### src/rtl/watchdog_kicker.sv
// Periodically borrows the 68k bus and writes the watchdog kick address.
// Define WDKICK_DTACK_TIMEOUT_EN to abandon a strobe that gets no nDTACK within 255 CLK.
`timescale 1ns/1ps
module watchdog_kicker #(
  parameter int unsigned INTERVAL      = 4,
  parameter int unsigned STROBE_CYCLES = 3,
  parameter logic [22:0] KICK_ADDR     = 23'h180000
) (
  input  logic        CLK,
  input  logic        nRST,
  input  logic        EN,
  input  logic        WDCLK,
  input  logic        BUS_GNT,
  input  logic        nDTACK,
  output logic        BUS_REQ,
  output logic [22:0] M68K_ADDR,
  output logic        nAS,
  output logic        nLDS,
  output logic        nUDS,
  output logic        RW,
  output logic        BUSY,
  output logic        MISSED,
  output logic [7:0]  KICK_CNT
);

  typedef enum logic [2:0] {IDLE, REQ, ADDR, STROBE, RELEASE} state_e;

  localparam logic [2:0] EDGE_LAST = 3'(INTERVAL - 1);
  localparam logic [7:0] STRB_LOAD = 8'(STROBE_CYCLES);

  state_e      state_q, state_d;
  logic        wd_s1_q, wd_s2_q, wd_dly_q;
  logic        wd_edge;
  logic [2:0]  edge_cnt_q, edge_cnt_d;
  logic        pending_q, pending_d;
  logic        missed_q, missed_d;
  logic [7:0]  kick_cnt_q, kick_cnt_d;
  logic [7:0]  strb_q, strb_d;
  logic [7:0]  strb_left;
  logic        bus_req_q, bus_req_d;
  logic        nas_q, nas_d;
  logic        nlds_q, nlds_d;
  logic        rw_q, rw_d;
  logic [22:0] addr_q, addr_d;
`ifdef WDKICK_DTACK_TIMEOUT_EN
  logic [7:0]  to_cnt_q, to_cnt_d;
  logic        timeout_q, timeout_d;
`endif

  assign wd_edge   = wd_s2_q & ~wd_dly_q;
  assign strb_left = (strb_q == 8'd0) ? 8'd0 : strb_q - 8'd1;

  always_comb begin
    // NOTE: every signal gets a default before the case so no path leaves it unassigned (no latches).
    state_d    = state_q;
    edge_cnt_d = edge_cnt_q;
    pending_d  = pending_q;
    missed_d   = missed_q;
    kick_cnt_d = kick_cnt_q;
    strb_d     = strb_q;
    bus_req_d  = bus_req_q;
    nas_d      = nas_q;
    nlds_d     = nlds_q;
    rw_d       = rw_q;
    addr_d     = addr_q;
`ifdef WDKICK_DTACK_TIMEOUT_EN
    to_cnt_d   = to_cnt_q;
    timeout_d  = timeout_q;
`endif

    case (state_q)
      IDLE: begin
        if (pending_q && EN) begin
          state_d   = REQ;
          bus_req_d = 1'b1;
        end
      end
      REQ: begin
        if (!EN) begin
          state_d   = IDLE;
          bus_req_d = 1'b0;
        end else if (BUS_GNT) begin
          state_d = ADDR;
          addr_d  = KICK_ADDR;
          rw_d    = 1'b0;
          nas_d   = 1'b0;
        end
      end
      ADDR: begin
        state_d = STROBE;
        nlds_d  = 1'b0;
        strb_d  = STRB_LOAD;
`ifdef WDKICK_DTACK_TIMEOUT_EN
        to_cnt_d = 8'd0;
`endif
      end
      STROBE: begin
        strb_d = strb_left;
`ifdef WDKICK_DTACK_TIMEOUT_EN
        to_cnt_d = to_cnt_q + 8'd1;
`endif
        // An early nDTACK is held off until the minimum strobe width has elapsed.
        if (strb_left == 8'd0 && !nDTACK) begin
          state_d = RELEASE;
          nlds_d  = 1'b1;
          nas_d   = 1'b1;
        end
`ifdef WDKICK_DTACK_TIMEOUT_EN
        else if (to_cnt_q == 8'd254) begin
          state_d   = RELEASE;
          nlds_d    = 1'b1;
          nas_d     = 1'b1;
          timeout_d = 1'b1;
        end
`endif
      end
      RELEASE: begin
        state_d   = IDLE;
        rw_d      = 1'b1;
        bus_req_d = 1'b0;
        addr_d    = 23'd0;
        pending_d = 1'b0;
`ifdef WDKICK_DTACK_TIMEOUT_EN
        timeout_d = 1'b0;
        if (timeout_q) missed_d = 1'b1;
        else           kick_cnt_d = kick_cnt_q + 8'd1;
`else
        kick_cnt_d = kick_cnt_q + 8'd1;
`endif
      end
      default: state_d = IDLE;
    endcase

    // Interval tracking overrides the release-time clear of pending.
    if (!EN) begin
      edge_cnt_d = 3'd0;
      pending_d  = 1'b0;
    end else if (wd_edge) begin
      if (edge_cnt_q == EDGE_LAST) begin
        edge_cnt_d = 3'd0;
        if (pending_q && state_q != RELEASE) missed_d = 1'b1;
        pending_d = 1'b1;
      end else begin
        edge_cnt_d = edge_cnt_q + 3'd1;
      end
    end
  end

  always_ff @(posedge CLK) begin
    // NOTE: sequential state uses non-blocking assignments so all flops update together.
    if (!nRST) begin
      state_q    <= IDLE;
      wd_s1_q    <= 1'b0;
      wd_s2_q    <= 1'b0;
      wd_dly_q   <= 1'b0;
      edge_cnt_q <= 3'd0;
      pending_q  <= 1'b0;
      missed_q   <= 1'b0;
      kick_cnt_q <= 8'd0;
      strb_q     <= 8'd0;
      bus_req_q  <= 1'b0;
      nas_q      <= 1'b1;
      nlds_q     <= 1'b1;
      rw_q       <= 1'b1;
      addr_q     <= 23'd0;
`ifdef WDKICK_DTACK_TIMEOUT_EN
      to_cnt_q   <= 8'd0;
      timeout_q  <= 1'b0;
`endif
    end else begin
      state_q    <= state_d;
      wd_s1_q    <= WDCLK;
      wd_s2_q    <= wd_s1_q;
      wd_dly_q   <= wd_s2_q;
      edge_cnt_q <= edge_cnt_d;
      pending_q  <= pending_d;
      missed_q   <= missed_d;
      kick_cnt_q <= kick_cnt_d;
      strb_q     <= strb_d;
      bus_req_q  <= bus_req_d;
      nas_q      <= nas_d;
      nlds_q     <= nlds_d;
      rw_q       <= rw_d;
      addr_q     <= addr_d;
`ifdef WDKICK_DTACK_TIMEOUT_EN
      to_cnt_q   <= to_cnt_d;
      timeout_q  <= timeout_d;
`endif
    end
  end

  assign BUS_REQ   = bus_req_q;
  assign M68K_ADDR = addr_q;
  assign nAS       = nas_q;
  assign nLDS      = nlds_q;
  assign nUDS      = 1'b1;
  assign RW        = rw_q;
  assign BUSY      = (state_q != IDLE);
  assign MISSED    = missed_q;
  assign KICK_CNT  = kick_cnt_q;

endmodule

### config.mk
export PLATFORM = sky130hd
export DESIGN_NAME = watchdog_kicker
export DESIGN_NICKNAME = d
export VERILOG_FILES = /design/src/rtl/watchdog_kicker.sv
export SDC_FILE = /design/constraint.sdc
export NUM_CORES = 1
export LEC_CHECK = 0
export CORE_MARGIN = 2
export CORE_UTILIZATION = 50
export CTS_CLUSTER_SIZE = 16
export DETAILED_ROUTE_END_ITERATION = 8
export PLACE_DENSITY = 0.92
export SETUP_SLACK_MARGIN = 0.4
export SLEW_MARGIN = 0
export SYNTH_ARGS = -nofsm -noshare
export SYNTH_HDL_FRONTEND = slang
export SYNTH_SLANG_ARGS = --single-unit
### constraint.sdc
create_clock -name CLK -period 5.35 [get_ports CLK]
set_input_delay 1.605 -clock CLK [delete_from_list [all_inputs] [get_ports CLK]]
set_output_delay 1.605 -clock CLK [all_outputs]
set_load 0.01 [all_outputs]
Word-level counts from Yosys, hierarchy flattened

Cells that the tools add are included.

Bits of input ports: 6
Output and inout bits: 38
Logic and storage cells: 73
Flip-flop bits (word level): 54

Muxes and demuxes: 23
Eq/ne operators: 12
Reductions and logical operators: 19
Add/sub/neg operators: 3
Bitwise operators: 2

Operator list:

| kind                | number |
|---|---|
| $mux 23             | 2 |
| $pmux 23 s2         | 1 |
| $logic_not 8->1     | 2 |
| $pmux 8 s2          | 1 |
| $mux 3              | 5 |
| $pmux 3 s4          | 1 |
| $ne 2x2->1 const B  | 5 |
| $eq 3x2->1 const B  | 3 |
| $reduce_and 3->1    | 3 |
| $add 8x1->8 const B | 1 |
| $mux 1              | 8 |
| $mux 8              | 1 |
| $reduce_and 4->1    | 2 |
| $sub 8x1->8 const B | 1 |
| $ne 3x3->1 const B  | 2 |
| $pmux 1 s2          | 3 |
| $reduce_bool 2->1   | 3 |
| $reduce_bool 3->1   | 2 |
| $reduce_and 2->1    | 2 |
| $add 3x1->3 const B | 1 |
| $eq 3x1->1 const B  | 1 |
| $eq 3x3->1 const B  | 1 |
| $logic_and 1x1->1   | 3 |
| $logic_not 3->1     | 1 |
| 4 further kinds     | 4 |

Longest topological paths before layout

Gate-level depths: netlist of the first run.

Word-level depth: 6
Gate-level depth with buffers: 6

Least setup slack after synthesis of the first run

No wires, ideal clock.

Path kind: input to register
From: input EN
To: register rw_q (netlist: RW)
Path slack: 2.843 ns
Arrival: 2.393 ns
Cell stages on the path: 4
Path buffers: 1
Data required time: 5.236 ns
Cell sequence: clkbuf_1 > nor3b_1 > nand3_1 > a21o_1

Longest elaborated chain between the ends: 2

Ends and longest elaborated chain:

| what                              | line | text |
|---|---|---|
| start, declared                   | 11   | `input logic EN,` |
| $ne 2x2->1 (no source line)       | --   |  |
| $reduce_and 3->1 (no source line) | --   |  |
| end signal, assigned              | 183  | `rw_q <= rw_d;` |
| end, declared                     | 43   | `logic rw_q, rw_d;` |

No other way between the ends.
A chain may end at the register's enable or synchronous reset.

Worst setup path in the final report of the first run

From: register state_q[0]
To: output BUSY

Longest elaborated chain between the ends: 1

Ends and longest elaborated chain:

| what                   | line | text |
|---|---|---|
| start, declared        | 31   | `state_e state_q, state_d;` |
| start signal, assigned | 171  | `state_q <= state_d;` |
| $reduce_bool 3->1      | 198  | `assign BUSY = (state_q != IDLE);` |
| end, declared          | 21   | `output logic BUSY,` |

No other way between the ends.

==> results of run 1 <==
-- power by group through the flow --
stage / Sequential (µW) / Clock [µW] / Combinational, µW
after floorplan: 245 / 0 / 26.4
after global placement: 245 / 0 / 19.6
after detailed placement: 245 / 0 / 20.1
after CTS: 240 / 147 / 20.2
after global routing: 240 / 158 / 23.4
final: 240 / 144 / 20.6
-- stage by stage --
| step | setup slack (ns) | hold WS, ns | area, µm² | instances | utilization |
|---|---|---|---|---|---|
| 6_report | 2.03 | 0.448 | 1860 | 255 | 0.598 |
| 5_1_grt | 1.97 | 0.473 | 1860 | 255 | 0.598 |
| 4_1_cts | 2.03 | 0.448 | 1860 | 255 | 0.598 |
| 3_5_place_dp | 2.20 | 0.435 | 1790 | 247 | 0.578 |
| 3_3_place_gp | 2.30 | 0.423 | 1790 | 247 | 0.578 |
| 2_1_floorplan | 2.84 | 0.412 | 1740 | 214 | - |
-- placed cells by master, fill, tap and decap left out, types with 2 or more instances in the layout --
cell / count
a21o_1: 2
a21oi_1: 10
a31oi_1: 2
and2_1: 3
clkbuf_4: 5
clkdlybuf4s50_1: 21
clkinv_2: 2
conb_1: 22
dfxtp_1: 32
ha_1: 4
inv_1: 9
nand2_1: 10
nand2b_1: 2
nand3_1: 4
nand4_1: 3
nor2_1: 17
nor2b_1: 4
nor3_1: 6
nor3b_1: 2
nor4_1: 2
o211a_1: 3
o211ai_1: 6
o21ai_0: 8
o221a_2: 2
or3_1: 3
or4_1: 2
xnor2_1: 5
xor2_1: 3
-- flip-flops by register name, summed over array words and instances, names as in the netlist --
name and cells:
KICK_CNT 8, strb_q 8, edge_cnt_q 3, state_q 3, BUS_REQ 1, M68K_ADDR 1
MISSED 1, RW 1, nAS 1, nLDS 1, pending_q 1, wd_dly_q 1
wd_s1_q 1, wd_s2_q 1
-- worst max-delay path, delay by kind of cell (launching register included) --
family	cells	cell delay [ns]
and+or+nand+nor	1	0.43
buffers and inverters	1	0.49
DFF	1	0.46
-- cell families (layout without fill, tap and decap cells) --
group	after synthesis	in the layout
AO/OA/AOI/OAI	41	41
XOR/XNOR	8	8
adder cells (fa/ha/maj)	4	4
buffers and inverters	41	38
flip-flops	32	32
multiplexers	1	1
other	2	22
AND/OR/NAND/NOR	65	65
-- area by class of cell --
cell class / count / area, µm²
well taps: 44 / 55.1
flip-flops and latches: 32 / 641
inverters: 9 / 33.8
fillers: 281 / 1250
clock inverters: 2 / 10.0
multi-input cells: 141 / 855
repair buffers: 21 / 210
clock buffers: 6 / 51.3
-- layer usage --
metal / vias up / GRT usage / wire, µm
li1: 664 / - / -
met4: 0 / 0.0547 / 38
met1: 626 / 0.239 / 1420
met2: 41 / 0.293 / 1520
met3: 4 / 0.0663 / 178
met5: - / 0 / 0
-- worst max path at each step --
stage / from / endpoint / slack (ns) / depth (start not counted)
2_1_floorplan: EN / RW / 2.84 / 4
3_3_place_gp: nRST / strb_q[3] / 2.30 / 4
3_5_place_dp: nRST / nLDS / 2.20 / 4
4_1_cts: state_q[0] / BUSY / 2.03 / 2
5_1_grt: state_q[0] / BUSY / 1.97 / 2
6_report: state_q[0] / BUSY / 2.03 / 2
==> reports/qor.txt, run 1 <==
Outcome: complete, no violations
Fin crit share: 0.620
EDFF count, synth: 0
Mux contribution to synthesized area: 0.00600
Synth Area in Simple Gates: 0.211
RSZ-0062 raised after global routing: no
Hold path depth: 2
Initial Util: 0.538
Compound-Gate Fraction of Synth Area: 0.174
FF-to-FF setup slack: 3.22 ns
Slew @ Worst Pin: 0.615 ns
Asr flop ratio synth: 0
Full die area: 3820 µm²
Maximum vdd ir drop: 0.198 mV
Std cell rows: 20
RD Place Congestion: 0.832
Final HPWL DP: 2320 µm
Synth top area share: 0.384
Tmin final: 3.32 ns
Resized cells post-CTS: 0
R2R depth: 6
Clock skew: 0.0123 ns
Synth cell types: 45
Largest net degree at the start of global routing: 16
Pint: 307 µW
Data required, critical path: 3.74 ns
GRT Total Usage: 0.185
Vias in the first global route: 1,181
Cell Area, Synth: 1670 µm²
CTS tree: yes
Routed wire length: 3160 µm
Crit. End Element: output port
Final setup vio count: 0
Max cap viols: 0
Vias: 1,335
Largest family of logic cells by synthesized area: simple AND/OR/NAND/NOR gates
H-tree depth: 2
Synth top cells by count: dfxtp_1 (32), buf_4 (23), nor2_1 (17), a21oi_1 (10), nand2_1 (10)
# DRC: 0
Routed len/inst: 12.4 µm
Nets: 220
Setup TNS: 0 ns
Initial antenna violation count: 0
Max Root-Sink Buffers: 2
First-pass GRT wire length: 5180 µm
IO Count: 44
Avg Cell Area, Syn: 8.60 µm²
Final Hold Vio Count: 0
Cells after Synth: 194
Top FF cell, synth: dfxtp_1
Clock power share: 0.357
Diodes inserted: 0
Flop pwr share: 0.592
Area contributors post-synth: dfxtp_1 (38%), buf_4 (10%), nor2_1 (3.8%)
Total grt overflow: 0
Max Slew Vio Count: 0
CTS Buf Count: 5
Die H: 61.8 µm
Area grow syn2layout: 11.2%
Startpoint types: flop
Hold buffers post-CTS: 0
Sw frac: 0.240
Worst path arrival time: 1.71 ns
DRT Pass-1 Iters: 4
Crit Path Category: reg -> out
Hold endpoint: edge_cnt_q[2]
Chip width: 61.8 µm
Vias/cell: 5.24
Max-slew headroom: 0.589
Clk sinks: 32
Core area: 3100 µm²
Initial DRC count: 47
Ys Warns: 0
Power per Cell Area: 218 nW/µm²
Crit Path Max Fanout: 14
Slowest-stage cell, CP: clkdlybuf4s50_1
Sequence of cells on the critical path: or3_1 -> clkdlybuf4s50_1
Reg clk slew, reported paths: 0.11 ns
Class of the worst hold path: reg -> reg
Dominant cell type by area after synthesis: dfxtp_1
Port Buffers: 21
Latest clock arrival within the worst-skew pair: 0.33 ns
F_max: 302 MHz
Post-synthesis xor/xnor area fraction: 0.0420
Antenna Nets Post-Route: 0
Crit Reg-Reg Startpoint: strb_q[0]
HP Start: edge_cnt_q[2]
Total net switching power: 96.9 µW
Comb power frac: 0.051
#FFs+latches synth: 32
Leak: 0.000773 µW
Adder-cell area share of the yosys netlist: 0.0300
# Post-CTS Setup Buffers: 0
Total power: 404 µW
Post-synthesis sequential area ratio: 0.384
Root cell of the clock tree: clkbuf_4
Max stage delay on crit path: 0.49 ns
Cell with the most instances after synthesis: dfxtp_1
Worst reg2reg endpoint: strb_q[5]
Share of layout cells above drive strength 1: 0.0711
No activity file was read; power rests on OpenSTA's default activity.
==> inputs of run 2 (changes only) <==
--- a/config.mk
+++ b/config.mk
@@ -6,10 +6,10 @@
 export NUM_CORES = 1
 export LEC_CHECK = 0
 export CORE_MARGIN = 2
-export CORE_UTILIZATION = 50
+export CORE_UTILIZATION = 48
 export CTS_CLUSTER_SIZE = 16
 export DETAILED_ROUTE_END_ITERATION = 8
-export PLACE_DENSITY = 0.92
+export PLACE_DENSITY = 0.89
 export SETUP_SLACK_MARGIN = 0.4
 export SLEW_MARGIN = 0
 export SYNTH_ARGS = -nofsm -noshare
==> constraint.sdc (replaced) <==
create_clock -name CLK -period 3.4 [get_ports CLK]
set_input_delay 1.02 -clock CLK [delete_from_list [all_inputs] [get_ports CLK]]
set_output_delay 1.02 -clock CLK [all_outputs]
set_load 0.01 [all_outputs]
==> run 2 against run 1 <==
  * Routed wire length down 4.6%
  * Critical path depth stayed put
  * Largest cell class unchanged
  * Setup slack got worse by 1.4 ns
==> reports/qor.txt, run 2 (synthesized netlist as in run 1, its figures left out) <==
Outcome: complete, no violations
Final Instance Area: 1860 µm² (unchanged)
Routed len/inst: 11.7 µm (-5.3%)
H-tree depth: 2 (unchanged)
Max Root-Sink Buffers: 2 (unchanged)
Largest net degree at the start of global routing: 16 (unchanged)
Most frequent cells in the layout: dfxtp_1 (32), conb_1 (22), clkdlybuf4s50_1 (21)
# Post-CTS Setup Buffers: 0 (unchanged)
Diodes inserted: 0 (unchanged)
Initial antenna violation count: 0 (unchanged)
Data required, critical path: 2.38 ns (-1.36 ns)
Root cell of the clock tree: clkbuf_4
Setup TNS: 0 ns (unchanged)
RD Place Congestion: 0.785 (-5.6%)
Final HPWL DP: 2230 µm (-3.9%)
Max-slew headroom: 0.551 (-0.0379)
Commonest non-fill, non-tap cell in the layout: dfxtp_1
FF-to-FF setup slack: 1.27 ns (-1.95 ns)
CTS Buf Count: 5 (unchanged)
Die H: 63.0 µm (+1.9%)
Max Slew Vio Count: 0 (unchanged)
Crit Reg-Reg Startpoint: strb_q[0]
Startpoint types: flop
Routed wire length: 3020 µm (-4.6%)
Fin Hold WS: 0.441 ns (-0.00760 ns)
Crit Path Category: reg -> out
DP Area: 1800 µm² (+0.14%)
Worst path arrival time: 1.71 ns (about the same)
Initial DRC count: 54 (+15%)
Comb power frac: 0.050 (about the same)
Leak: 0.000767 µW (-0.71%)
Flop pwr share: 0.593 (about the same)
GRT Total Usage: 0.160 (-0.0250)
# DRC: 0 (unchanged)
CTS tree: yes
Clk sinks: 32 (unchanged)
Crit. End Element: output port
Total net switching power: 148 µW (+53%)
Latest clock arrival within the worst-skew pair: 0.34 ns (about the same)
CP startpoint: state_q[0]
Power per Cell Area: 343 nW/µm² (+57%)
Full die area: 3970 µm² (+3.9%)
Port Buffers: 21 (unchanged)
Std cell rows: 21 (+5.0%)
First-pass GRT wire length: 4990 µm (-3.7%)
Fin crit share: 0.802
Vias in the first global route: 1,122 (-5.0%)
Pint: 487 µW (+58%)
Core area: 3340 µm² (+7.5%)
RSZ-0062 raised after global routing: no
Vias: 1,313 (-1.6%)
Slew @ Worst Pin: 0.672 ns (+0.0567 ns)
IO Count: 44 (unchanged)
Maximum vdd ir drop: 0.238 mV (+20%)
Worst setup path endpoint: BUSY
Vias/cell: 5.11 (-2.4%)
Sw frac: 0.233 (-0.00632)
Crit Path Max Fanout: 14 (unchanged)
Share of layout cells above drive strength 1: 0.0616 (-0.00948)
Final setup vio count: 0 (unchanged)
Area grow syn2layout: 11.2% (unchanged)
DRT Pass-1 Iters: 4 (unchanged)
F_max: 367 MHz
Chip width: 63.0 µm (+1.9%)
Clock skew: 0.00888 ns (-0.00346 ns)
R2R depth: 6 (unchanged)
Hold buffers post-CTS: 0 (unchanged)
Antenna Nets Post-Route: 0 (unchanged)
Clock power share: 0.357 (about the same)
Tmin final: 2.73 ns
Reg clk slew, reported paths: 0.10 ns (about the same)
Resized cells post-CTS: 0 (unchanged)
Worst reg2reg endpoint: strb_q[5]
Class of the worst hold path: reg -> reg
Initial Util: 0.500 (-0.0377)
Total grt overflow: 0 (unchanged)
Nets: 220 (unchanged)
Max cap viols: 0 (unchanged)
Final Hold Vio Count: 0 (unchanged)
[run 2: cell count changes in the layout (fill, tap and decap cells not counted)]
cell      before  now
clkbuf_1       0    2
clkinv_2       2    0
[run 2: through the flow]
| step | util | power (µW) | cells | setup slack, ns |
|---|---|---|---|---|
| 3_5_place_dp | 0.538 | 417 | 249 | 0.837 |
| 4_1_cts | 0.556 | 642 | 257 | 0.653 |
| 6_report | 0.556 | 636 | 257 | 0.672 |
| 3_3_place_gp | 0.538 | 416 | 249 | 0.902 |
| 2_1_floorplan | - | 427 | 214 | 1.48 |
| 5_1_grt | 0.556 | 658 | 257 | 0.607 |
[run 2: how the worst min path moves through the flow]
| stage | from | end | slack, ns | depth (start not counted) |
|---|---|---|---|---|
| 6_report | wd_s1_q | wd_s2_q | 0.44 | 1 |
| 5_1_grt | wd_s1_q | wd_s2_q | 0.46 | 1 |
| 4_1_cts | wd_s1_q | wd_s2_q | 0.45 | 1 |
| 3_5_place_dp | wd_s1_q | wd_s2_q | 0.42 | 1 |
| 3_3_place_gp | wd_s1_q | wd_s2_q | 0.42 | 1 |
| 2_1_floorplan | wd_s1_q | wd_s2_q | 0.41 | 1 |
[run 2: power groups by stage]
| stage | combinational [µW] | clock [µW] | sequential (µW) |
|---|---|---|---|
| floorplan | 41.5 | 0 | 385 |
| global route | 35.3 | 246 | 377 |
| finish | 32.0 | 227 | 377 |
| global placement | 31.0 | 0 | 385 |
| CTS | 31.6 | 234 | 377 |
| detailed placement | 31.5 | 0 | 386 |
[run 2: layout make-up]
cell class / instances / area, µm²
Clock buffer: 8 / 58.8
Fill cell: 316 / 1480
Inverter: 9 / 33.8
Multi-Input combinational cell: 141 / 855
Sequential cell: 32 / 641
Tap cell: 46 / 57.6
Timing Repair Buffer: 21 / 210
[run 2: per-layer routing]
metal,global-route usage,part of all wire,vias to the layer above
met4,0.103,0.026,0
met2,0.243,0.46,33
met1,0.197,0.47,607
li1,-,-,666
met3,0.0468,0.049,7
met5,0,0,-
[run 2: critical path, stage by stage, from the launching register on]
cell,delay (ns)
dfxtp_1,0.45
or3_1,0.43
clkdlybuf4s50_1,0.49
